===== src/rtl/pc_redirect_ctrl.sv =====
// Fetch PC redirect sequencer: arbitrates decode/commit redirects, waits on jr sources, drives a flush window.
// Optional trace output is enabled by defining REDIRECT_TRACE_EN.
module pc_redirect_ctrl #(
  parameter int unsigned FLUSH_CYCLES = 2,
  parameter int unsigned CNT_W        = 3
) (
  input  logic        CLK,
  input  logic        RESET,
  input  logic        Dec_Valid,
  input  logic        Dec_Jump,
  input  logic        Dec_JumpRegister,
  input  logic        Dec_BranchTaken,
  input  logic [31:0] Dec_Target,
  input  logic [4:0]  Dec_Reg,
  input  logic        Reg_Ready,
  input  logic [31:0] Reg_Value,
  input  logic        Commit_Redirect,
  input  logic [31:0] Commit_Target,
  input  logic        Fetch_Ack,
  output logic        Redirect_Valid,
  output logic [31:0] Redirect_Addr,
  output logic        Redirect_Source,
  output logic        Redirect_Misaligned,
  output logic        Decode_Stall,
  output logic        Fetch_Flush,
  output logic [4:0]  Watch_Reg
);

  localparam int unsigned ADDR_W = 32;
  localparam int unsigned REG_W  = 5;

  typedef enum logic [1:0] {
    ST_IDLE    = 2'd0,
    ST_JR_WAIT = 2'd1,
    ST_ISSUE   = 2'd2,
    ST_FLUSH   = 2'd3
  } state_t;

  state_t              state_q, state_d;
  logic [ADDR_W-1:0]   addr_q, addr_d;
  logic                src_q, src_d;
  logic [REG_W-1:0]    watch_q, watch_d;
  logic [CNT_W-1:0]    cnt_q, cnt_d;
  logic                valid_q, valid_d;
  logic                mis_q, mis_d;
  logic                stall_q, stall_d;
  logic                flush_q, flush_d;

  logic dec_direct_c;
  logic dec_jr_c;

  assign dec_direct_c = Dec_Valid & ((Dec_Jump & ~Dec_JumpRegister) | Dec_BranchTaken);
  assign dec_jr_c     = Dec_Valid & Dec_Jump & Dec_JumpRegister;

  // Next-state and registered-output computation; commit always has priority.
  always_comb begin
    state_d = state_q;
    addr_d  = addr_q;
    src_d   = src_q;
    watch_d = watch_q;
    cnt_d   = cnt_q;

    case (state_q)
      ST_IDLE: begin
        if (Commit_Redirect) begin
          addr_d  = Commit_Target;
          src_d   = 1'b1;
          state_d = ST_ISSUE;
        end else if (dec_direct_c) begin
          addr_d  = Dec_Target;
          src_d   = 1'b0;
          state_d = ST_ISSUE;
        end else if (dec_jr_c && Reg_Ready) begin
          addr_d  = Reg_Value;
          src_d   = 1'b0;
          state_d = ST_ISSUE;
        end else if (dec_jr_c) begin
          watch_d = Dec_Reg;
          state_d = ST_JR_WAIT;
        end
      end
      ST_JR_WAIT: begin
        if (Commit_Redirect) begin
          addr_d  = Commit_Target;
          src_d   = 1'b1;
          state_d = ST_ISSUE;
        end else if (Reg_Ready) begin
          addr_d  = Reg_Value;
          src_d   = 1'b0;
          state_d = ST_ISSUE;
        end
      end
      ST_ISSUE: begin
        // A same-cycle ack is discarded so fetch always sees the newest commit target.
        if (Commit_Redirect) begin
          addr_d = Commit_Target;
          src_d  = 1'b1;
        end else if (Fetch_Ack) begin
          cnt_d   = CNT_W'(FLUSH_CYCLES);
          state_d = (FLUSH_CYCLES == 0) ? ST_IDLE : ST_FLUSH;
        end
      end
      ST_FLUSH: begin
        if (Commit_Redirect) begin
          addr_d  = Commit_Target;
          src_d   = 1'b1;
          cnt_d   = '0;
          state_d = ST_ISSUE;
        end else if (cnt_q <= CNT_W'(1)) begin
          cnt_d   = '0;
          state_d = ST_IDLE;
        end else begin
          cnt_d = cnt_q - CNT_W'(1);
        end
      end
      default: state_d = ST_IDLE;
    endcase

    valid_d = (state_d == ST_ISSUE);
    stall_d = (state_d != ST_IDLE);
    flush_d = (state_d == ST_FLUSH);
    mis_d   = valid_d & (addr_d[1:0] != 2'b00);
  end

  always_ff @(posedge CLK) begin
    if (RESET) begin
      state_q <= ST_IDLE;
      addr_q  <= '0;
      src_q   <= 1'b0;
      watch_q <= '0;
      cnt_q   <= '0;
      valid_q <= 1'b0;
      mis_q   <= 1'b0;
      stall_q <= 1'b0;
      flush_q <= 1'b0;
    end else begin
      state_q <= state_d;
      addr_q  <= addr_d;
      src_q   <= src_d;
      watch_q <= watch_d;
      cnt_q   <= cnt_d;
      valid_q <= valid_d;
      mis_q   <= mis_d;
      stall_q <= stall_d;
      flush_q <= flush_d;
    end
  end

`ifdef REDIRECT_TRACE_EN
  // Log each entry into ISSUE; for a jr the target is the register value.
  always_ff @(posedge CLK) begin
    if (!RESET && state_d == ST_ISSUE && state_q != ST_ISSUE) begin
      $display("Redirect: src=%d reg[%d] => %x", src_d, watch_d, addr_d);
      if (mis_d) $warning("Redirect target %x is misaligned", addr_d);
    end
  end
`else
  // Trace disabled: no simulation output.
`endif

  assign Redirect_Valid      = valid_q;
  assign Redirect_Addr       = addr_q;
  assign Redirect_Source     = src_q;
  assign Redirect_Misaligned = mis_q;
  assign Decode_Stall        = stall_q;
  assign Fetch_Flush         = flush_q;
  assign Watch_Reg           = watch_q;

endmodule


===== config.mk =====
export PLATFORM = sky130hd
export DESIGN_NAME = pc_redirect_ctrl
export DESIGN_NICKNAME = d
export VERILOG_FILES = /design/src/rtl/pc_redirect_ctrl.sv
export SDC_FILE = /design/constraint.sdc
export NUM_CORES = 1
export LEC_CHECK = 0
export CAP_MARGIN = 20
export CORE_ASPECT_RATIO = 0.7
export CORE_MARGIN = 2
export CORE_UTILIZATION = 38
export DETAILED_ROUTE_END_ITERATION = 7
export GPL_TIMING_DRIVEN = 1
export HOLD_SLACK_MARGIN = 0.03
export PLACE_DENSITY_LB_ADDON = 0.05
export SLEW_MARGIN = 30
export SYNTH_ARGS = -nofsm -noshare
export SYNTH_HDL_FRONTEND = slang
export SYNTH_SLANG_ARGS = --single-unit

===== constraint.sdc =====
create_clock -name CLK -period 1.49 [get_ports CLK]
set_input_delay 0.149 -clock CLK [delete_from_list [all_inputs] [get_ports CLK]]
set_output_delay 0.149 -clock CLK [all_outputs]
set_load 0.005 [all_outputs]

==> metrics.md <==
| Metric | Value |
|---|---|
| FF-to-FF path depth | 7 |
| Seq cells post-synth | 47 |
| Slew of the pin with the lowest slew margin | 0.352 ns |
| Final Skew | 0.00813 ns |
| Starting Density | 0.399 |
| Met3 Resource Use GR | 0.0723 |
| Peak VDD IR | 0.000459 V |
| Area Growth Syn to Fin | 85.2% |
| Syn_nets | 397 |
| DIE WIDTH | 101 microns |
| Worst EP arrival | 1.61 ns |
| CTS root buf | clkbuf_8 |
| Tcrit/Tclk final | 0.967 |
| Pins Over Slew Limit | 0 |
| H-tree Lvls | 2 |
| Post-synth top area share | 0.374 |
| Run status | finished clean |
| Die Area | 0.00731 sq mm |
| Final hold slack | 0.161 ns |
| Largest net degree at the start of global routing | 27 |
| Routed vias/inst | 5.60 |
| TNS Setup | 0 ns |
| Buffers added on ports | 151 |
| GR met2 Demand/Resource | 0.403 |
| Count leader, synth | dfxtp_1 |
| Seq/Total Area, Yosys | 0.374 |
| Met1 usage | 0.293 |
| Antenna diode count | 0 |
| Critical path type | register to register |
| Worst skew pair latency | 0.31 ns |
| RSZ-0062 raised after global routing | yes |
| YS warnings | 0 |
| Slowest stage cell on the critical path | dfxtp_4 |
| Relative slew margins | 0.765 |
| CP peak stage delay | 0.40 ns |
| CP startpoint kind | register |
| Vias in the first global route | 2,856 |
| Clock buffer depth | 2 |
| Hold Path Depth | 2 |
| DR WL/cell | 17.1 microns |
| Final setup viols | 0 |
| Num CTS Buffers | 5 |
| Routed via count | 2,984 |
| Clk slew on worst S/H paths | 0.09 ns |
| Synth area leaders | dfxtp_1 37%, mux2i_1 14%, o221ai_1 10% |
| CTS tree | built |
| Overflow after GRT | 0 |
| Peak Freq | 0.694 GHz |
| CP Buf/Inv Count | 2 |
| Worst path top cell family by delay | simple AND/OR/NAND/NOR gates |
| First-pass GRT wire length | 13,700 microns |
| Pleak | 1.78 nW |
| Routed Antenna Nets | 0 |
| Levels on crit path | 7 |
| Final hold vios | 0 |
| Row cnt | 24 |
| DP Worst Slack | -0.310 ns |
| Avg Cell Area, Syn | 8.81 sq um |
| Worst-path maximum fanout | 8 |
| Cell Pwr Density | 706 mW/mm^2 |
| Total Routing Usage GR | 0.236 |
| Final net count | 565 |
| Layout cells sized above 1 | 0.176 |
| Post-Syn Area | 0.00252 sq mm |
| DRT Wirelength | 9110 microns |
| Drt pass-1 iters | 4 |
| FFs w/ async S/R, synth | 0 |
| CP cell instances | nor2_4 > and4b_2 > nor4_4 > buf_6 > clkbuf_16 > nand2_2 > o221ai_1 |
| Worst setup EP type | register |
| Drt drc | 0 |
| Max_cap viols | 0 |
| I/O pins | 152 |
| Worst EP required | 1.66 ns |
| Initial antenna violation count | 0 |
| Number of flops mapped to enable cells by yosys | 0 |
| Floorplan Core Area | 0.00631 sq mm |
| GPL Wtd Cong | 0.857 |
| Clock Sinks | 47 |
| Min-Delay Path Class | primary input to register |
| Most used flip-flop cell after synthesis | dfxtp_1 |
| Pwr Total | 3.29 mW |
| Yosys top cell by area | dfxtp_1 |
| Die Span Y | 72.1 microns |
| Library cells used by synthesis | 39 |
| Initial drt markers | 134 |
| Cell count after synthesis | 286 |
| Hpwl dp | 6330 microns |
| Min Tclk post-route | 1.44 ns |
| Synth cell count leaders | 47 x dfxtp_1, 38 x nand2_1, 35 x mux2i_1 |
| Most Crowded Layer GR | met2 |
| Final worst slack | 0.0497 ns |
-- flip-flops by register name, indices dropped and copies added (netlist names) --
register and count:
Redirect_Addr 32, Watch_Reg 5, Redirect_Valid 1, Decode_Stall 1, Redirect_Source 1, Fetch_Flush 1, Redirect_Misaligned 1, cnt_q 3
state_q 2
-- report_power, final --
| part | internal (mW) | total [mW] | switching [mW] |
|---|---|---|---|
| Clock | 0.425 | 0.877 | 0.452 |
| Combinational | 0.644 | 1.02 | 0.377 |
| Sequential | 1.34 | 1.40 | 0.0538 |
-- layout by cell type, fill, tap and decap left out, types with 3 or more instances in the layout --
cell	count
buf_4	22
nor2_1	18
clkbuf_8	7
o221ai_1	12
a21oi_1	6
nand3b_1	4
mux2i_1	32
nand2_1	35
clkdlybuf4s50_1	144
mux2i_2	3
inv_1	7
buf_6	8
buf_12	4
a22oi_1	30
o221ai_2	17
o21ai_0	9
nand2_2	3
dlymetal6s2s_1	4
dfxtp_1	45
-- layout make-up --
class	count	area, sq um
timing repair buffer	187	1900
clock buffer	8	100
tap	78	97.6
fill	489	1640
sequential	47	948
inverter	7	26.3
multi-input combinational	206	1600
-- cells by family (layout without fill, tap and decap cells) --
| group | after synthesis | count (layout) | share of synthesized area |
|---|---|---|---|
| and+or+nand+nor | 79 | 79 | 0.148 |
| adders and majority gates | 1 | 1 | 0.00497 |
| buffers and inverters | 33 | 202 | 0.0611 |
| muxes | 35 | 35 | 0.139 |
| DFF | 47 | 47 | 0.374 |
| AOI/OAI and AO/OA | 91 | 91 | 0.274 |
-- metrics by stage --
| stage | cell area, sq um | std cells | utilization |
|---|---|---|---|
| after detailed placement | 4250 | 517 | 0.674 |
| after global routing | 4660 | 533 | 0.740 |
| final | 4660 | 533 | 0.740 |
| after global placement | 4250 | 517 | 0.674 |
| after CTS | 4390 | 528 | 0.697 |
| after floorplan | 2520 | 286 | - |
-- worst paths after layout --
check | startpoint | end | slack [ns]
worst max register to register | state_q[1] | Redirect_Addr[15] | 0.05
worst max-delay path | state_q[1] | Redirect_Addr[15] | 0.05
worst min-delay path | RESET | Redirect_Addr[1] | 0.16
worst min register to register | Redirect_Addr[25] | Redirect_Addr[25] | 0.46
-- per-layer routing --
layer	wire length [microns]	vias up
met5	0	-
met4	118	0
met3	796	14
met2	4390	120
met1	3810	1427
li1	-	1423
-- what timing repair did --
item,4_1_cts,5_1_grt
endpoints found under the setup margin,36,36
pin swaps,3,4
hold buffers,0,0
resized for setup,8,48
buffers inserted,3,1
cloned,0,4
Note: power is estimated with default switching activity, not from simulation.
